**config.mk**
```make
export PLATFORM = sky130hd
export DESIGN_NAME = transmissor_serial_flat
export DESIGN_NICKNAME = d
export VERILOG_FILES = /design/src/rtl/transmissor_serial_if.sv /design/src/rtl/transmissor_serial.sv /design/src/flat_wrapper.sv
export SDC_FILE = /design/constraint.sdc
export NUM_CORES = 1
export LEC_CHECK = 0
export BUFFER_PORTS_ARGS = -buffer_cell sky130_fd_sc_hd__buf_2
export CAP_MARGIN = 20
export CELL_PAD_IN_SITES_DETAIL_PLACEMENT = 1
export CELL_PAD_IN_SITES_GLOBAL_PLACEMENT = 2
export CORE_ASPECT_RATIO = 1.2
export CORE_MARGIN = 1.5
export CORE_UTILIZATION = 31
export CTS_BUF_LIST = sky130_fd_sc_hd__clkbuf_8
export CTS_CLUSTER_DIAMETER = 60
export CTS_CLUSTER_SIZE = 28
export DETAILED_ROUTE_END_ITERATION = 16
export PLACE_DENSITY_LB_ADDON = 0.3
export SLEW_MARGIN = 20
export SYNTH_ARGS = -nofsm -noshare
export SYNTH_HDL_FRONTEND = slang
export SYNTH_SLANG_ARGS = --single-unit
```
**constraint.sdc**
```tcl
create_clock -name clk -period 1.12 [get_ports clk]
set_input_delay 0.28 -clock clk [delete_from_list [all_inputs] [get_ports clk]]
set_output_delay 0.28 -clock clk [all_outputs]
set_load 0.005 [all_outputs]
```
**src/rtl/transmissor_serial_if.sv**
```systemverilog
// Parallel-side handshake of the serial transmitter: a word on Din, qualified by
// valid, is taken when the transmitter raises ready.
interface transmissor_serial_if #(
  parameter int NBITS = 4
);
  logic [NBITS-1:0] Din;
  logic             valid;
  logic             ready;

  modport master (output Din, output valid, input  ready);
  modport slave  (input  Din, input  valid, output ready);
endinterface

```
**src/rtl/transmissor_serial.sv**
```systemverilog
// Parallel-in, serial-out transmitter: start bit, data MSB first, optional even
// parity, stop bit, each held for BAUD_DIV clock cycles on a registered line.
module transmissor_serial #(
  parameter int NBITS     = 4,
  parameter int BAUD_DIV  = 1,
  parameter int PARITY_EN = 1
) (
  input  logic                 clk,
  input  logic                 reset,
  transmissor_serial_if.slave  bus,
  output logic                 Dout_serie,
  output logic                 busy,
  output logic                 done
);

  localparam int BW  = (BAUD_DIV > 1) ? $clog2(BAUD_DIV) : 1;
  localparam int BCW = (NBITS > 1) ? $clog2(NBITS) : 1;

  typedef enum logic [2:0] {IDLE, START, DATA, PARITY, STOP} state_t;

  state_t           state_q, state_d;
  logic [BW-1:0]    baud_q, baud_d;
  logic [BCW-1:0]   bit_q, bit_d;
  logic [NBITS-1:0] shift_q, shift_d, shift_next;
  logic             parity_q, parity_d;
  logic             dout_d, done_d;
  logic             baud_end;

  assign baud_end  = (baud_q == BW'(BAUD_DIV - 1));
  assign bus.ready = (state_q == IDLE);
  assign busy      = (state_q != IDLE);

  // The line and done are computed one cycle ahead so both leave a flop,
  // keeping valid and Din off any combinational path to the outputs.
  always_comb begin
    // NOTE: every signal gets a default before the case so no path leaves
    // one unassigned, which would otherwise infer a latch.
    state_d    = state_q;
    baud_d     = baud_q;
    bit_d      = bit_q;
    shift_d    = shift_q;
    parity_d   = parity_q;
    dout_d     = Dout_serie;
    done_d     = 1'b0;
    shift_next = shift_q << 1;

    unique case (state_q)
      IDLE: begin
        dout_d = 1'b1;
        if (bus.valid) begin
          state_d  = START;
          shift_d  = bus.Din;
          parity_d = ^bus.Din;
          baud_d   = '0;
          dout_d   = 1'b0;
        end
      end
      START: begin
        if (baud_end) begin
          baud_d  = '0;
          bit_d   = '0;
          state_d = DATA;
          dout_d  = shift_q[NBITS-1];
        end else begin
          baud_d = baud_q + BW'(1);
        end
      end
      DATA: begin
        if (baud_end) begin
          baud_d  = '0;
          shift_d = shift_next;
          bit_d   = bit_q + BCW'(1);
          if (bit_q == BCW'(NBITS - 1)) begin
            if (PARITY_EN != 0) begin
              state_d = PARITY;
              dout_d  = parity_q;
            end else begin
              state_d = STOP;
              dout_d  = 1'b1;
            end
          end else begin
            dout_d = shift_next[NBITS-1];
          end
        end else begin
          baud_d = baud_q + BW'(1);
        end
      end
      PARITY: begin
        if (baud_end) begin
          baud_d  = '0;
          state_d = STOP;
          dout_d  = 1'b1;
        end else begin
          baud_d = baud_q + BW'(1);
        end
      end
      STOP: begin
        if (baud_end) begin
          baud_d  = '0;
          state_d = IDLE;
          dout_d  = 1'b1;
          done_d  = 1'b1;
        end else begin
          baud_d = baud_q + BW'(1);
        end
      end
      default: begin
        state_d = IDLE;
        dout_d  = 1'b1;
      end
    endcase
  end

  // NOTE: sequential state uses non-blocking assignments so every flop samples
  // the pre-edge values regardless of process ordering.
  always_ff @(posedge clk or negedge reset) begin
    if (!reset) begin
      // NOTE: the shift register is cleared on reset as well, so an abandoned
      // frame leaves no stale data behind.
      state_q    <= IDLE;
      baud_q     <= '0;
      bit_q      <= '0;
      shift_q    <= '0;
      parity_q   <= 1'b0;
      Dout_serie <= 1'b1;
      done       <= 1'b0;
    end else begin
      state_q    <= state_d;
      baud_q     <= baud_d;
      bit_q      <= bit_d;
      shift_q    <= shift_d;
      parity_q   <= parity_d;
      Dout_serie <= dout_d;
      done       <= done_d;
    end
  end

endmodule

```
**src/flat_wrapper.sv**
```systemverilog
// flat-port wrapper written by rule: the top's interface ports become plain ports
module transmissor_serial_flat 
#(
  parameter int NBITS     = 4,
  parameter int BAUD_DIV  = 1,
  parameter int PARITY_EN = 1
)
  (clk, reset, Dout_serie, busy, done, bus_Din, bus_valid, bus_ready);
  transmissor_serial_if #(.NBITS(NBITS)) bus_i ();
  input  logic clk;
  input  logic reset;
  output logic Dout_serie;
  output logic busy;
  output logic done;
  input wire logic [$bits(bus_i.Din)-1:0] bus_Din;
  input wire logic [$bits(bus_i.valid)-1:0] bus_valid;
  output wire logic [$bits(bus_i.ready)-1:0] bus_ready;
  assign bus_i.Din = bus_Din;
  assign bus_i.valid = bus_valid;
  assign bus_ready = bus_i.ready;
  transmissor_serial #(.NBITS(NBITS), .BAUD_DIV(BAUD_DIV), .PARITY_EN(PARITY_EN)) u_core (.clk(clk), .reset(reset), .bus(bus_i), .Dout_serie(Dout_serie), .busy(busy), .done(done));
endmodule
```
==> results.json <==
{
  "grt_overflow": 0,
  "fmax_mhz": 713,
  "outcome": "finished, violations left",
  "fin_crit_ns": 1.40,
  "die_h_um": 53.0,
  "max_cap_viol_count": 0,
  "htreeDepth": 1,
  "clkSinkCount": 12,
  "hpwl_mm": 1.15,
  "start_util_pct": 34.1,
  "tns_ns": -1.03,
  "routedWlPerCell_um": 14.5,
  "worstPathRequired_ns": 0.84,
  "wl_mm": 1.63,
  "post_dp_cell_area_um2": 774,
  "synth_seq_cells": 12,
  "fin_worst_skew_ns": 0.00614,
  "power_mw": 3.01,
  "dp_cells": 102,
  "crit_path_end_kind": "output pin",
  "rsz0062_at_grt": "true",
  "cts_root_buf": "clkbuf_8",
  "drc": 1,
  "ctsLongestPathBuffers": 2,
  "power.leakage_nw": 0.435,
  "grt_pass1_wl_mm": 2.80,
  "yosys-top-cells-area": "dfrtp_1 43%, xnor2_1 5.4%, nor2b_1 4.8%",
  "drt_first_pass_iters": 10,
  "vias_per_cell": 5.13,
  "cts_tree": "built",
  "hold_path_class": "input port to flop",
  "antenna_found_initial": 0,
  "worst_slew_pin_slew_ns": 0.280,
  "die_area_mm2": 0.00237,
  "gp_congestion": 0.702,
  "drive_gt1_share_pct": 48.4,
  "synth.distinct_cells": 22,
  "synthCells": 67,
  "drt_iter0_markers": 2,
  "nFillCells": 218,
  "die_w_um": 44.7,
  "final_cells": 112,
  "final-hold-violation-count": 0,
  "io_buffer_count": 10,
  "p_per_area_mw_per_mm2": 3160,
  "io_pins": 11,
  "fin_nets": 102,
  "grt_usage_pct": 17.2,
  "syn_avg_cell_area_um2": 9.64,
  "area_growth_pct": 47.9,
  "path_class": "flop to output pin",
  "grt_max_degree": 13,
  "synth_top_area_share_pct": 42.6,
  "core_mm2": 0.00189,
  "violations": "DRC, setup timing",
  "grtUsageMet2_pct": 29.5,
  "slew_viol_final": 0,
  "clk_latency_ns": 0.25,
  "met3_usage_pct": 4.10,
  "hold_slack_ns": 0.351,
  "design_area_um2": 955,
  "syn-cell-area_um2": 646,
  "pre_cts_slack_ns": -0.107,
  "grt-busiest-layer": "met2",
  "max-vdd-ir-drop_uv": 1110,
  "relSlewSlack_pct": 81.4,
  "grt_use_met1_pct": 18.5,
  "arrival_ns": 1.12,
  "cts_buffers": 3,
  "ys_seq_area_share_pct": 46.7,
  "fin_ws_ns": -0.283,
  "worstPathMaxFanout": 2,
  "worstSetupStartpointType": "flop",
  "synth_fp_nets": 75,
  "finalCritPeriodShare_pct": 125,
  "path_clk_slew_ns": 0.06,
  "final_util_pct": 50.4,
  "dr_total_vias": 575,
  "setup_viol": 9,
  "synth_area_leader_cell": "dfrtp_1",
  "yosysWarnings": 0,
  "rows": 17,
  "n_antenna_cell": 0,
  "ant_nets": 0,
  "grt_pass1_vias": 611
}
[synthesized netlist by cell type]
cell       n
ha_1       1
o21ai_1    3
xnor2_1    4
mux2i_1    3
nand2_1    6
buf_2      3
a31oi_1    4
inv_1      2
buf_6      2
a311o_1    1
or2_1      1
dfstp_2    1
a21oi_1    1
a22oi_1    3
nor2b_1    5
nor2_1     7
dfrtp_1   11
o31ai_1    1
nor3b_1    2
nand2b_1   1
o21ai_0    4
a21o_2     1
[layout make-up]
cell class                 count  area, µm²  area share, %
clock buffer                   3       41.3           4.33
clock inverter                 1       3.75          0.393
inverter                       2       7.51          0.786
multi-input combinational     48        379           39.7
sequential                    12        302           31.6
tap                           19       23.8           2.49
timing repair buffer          27        198           20.7
[path summary, 6_finish.rpt]
kind	startpoint	endpoint	slack, ns	cells after the start
setup / recovery	u_core.state_q[2]	busy	-0.28	4
max in group asynchronous	reset	u_core.Dout_serie	0.40	2
hold reg to reg	u_core.shift_q[0]	u_core.shift_q[0]	0.55	2
min in group asynchronous	reset	u_core.bit_q[1]	0.44	2
setup reg to reg	u_core.state_q[2]	u_core.shift_q[3]	-0.14	5
hold / removal	bus_Din[2]	u_core.shift_q[2]	0.35	3
[worst max-delay path, stage by stage, from the launching register on]
cell	delay [ns]
dfrtp_1	0.38
or2_4	0.26
nor2_4	0.09
inv_2	0.03
buf_2	0.11
[cells by family (layout without fill, tap and decap cells)]
kind of cell / after synthesis / after routing / synth area share (%)
AOI/OAI and AO/OA: 18 / 18 / 17.6
buffers and inverters: 7 / 33 / 6.98
xor gates and xnor gates: 4 / 4 / 5.43
and+or+nand+nor: 22 / 22 / 16.7
DFF: 12 / 12 / 46.7
adders and majority gates: 1 / 1 / 1.94
muxes: 3 / 3 / 4.65
[routing by layer]
layer	vias to the layer above	share of wire, %
li1	282	-
met1	277	43
met5	-	0
met4	0	1.9
met2	12	52
met3	4	3.4
[registers in the layout (all words and copies together) (netlist names)]
register and count:
u_core.Dout_serie 1, u_core.shift_q 4, u_core.state_q 3, u_core.bit_q 2, u_core.done 1, u_core.parity_q 1
[power breakdown]
part	internal (mW)	leakage (nW)	total (mW)	switching, mW
clock	0.242	0.0269	0.410	0.168
sequential	0.643	0.151	0.821	0.178
combinational	1.01	0.257	1.78	0.772
[cells in the final DEF (no fill, tap or decap), types with 2 or more instances in the layout]
cell	n
a22oi_2	3
a31oi_1	4
buf_2	9
buf_4	13
buf_6	4
clkbuf_8	3
dfrtp_1	11
inv_1	2
mux2i_1	3
nand2_1	6
nor2_1	5
nor2_4	2
nor2b_1	4
o21ai_1	5
xnor2_1	4
[repair_timing]
item,in CTS,in global routing
gates resized for setup,8,13
hold buffers,1,0
buffers inserted,2,4
setup endpoints to repair,8,12
endpoints found under the hold margin,11,0
pin swaps,3,4
No activity file was read; power rests on OpenSTA's default activity.
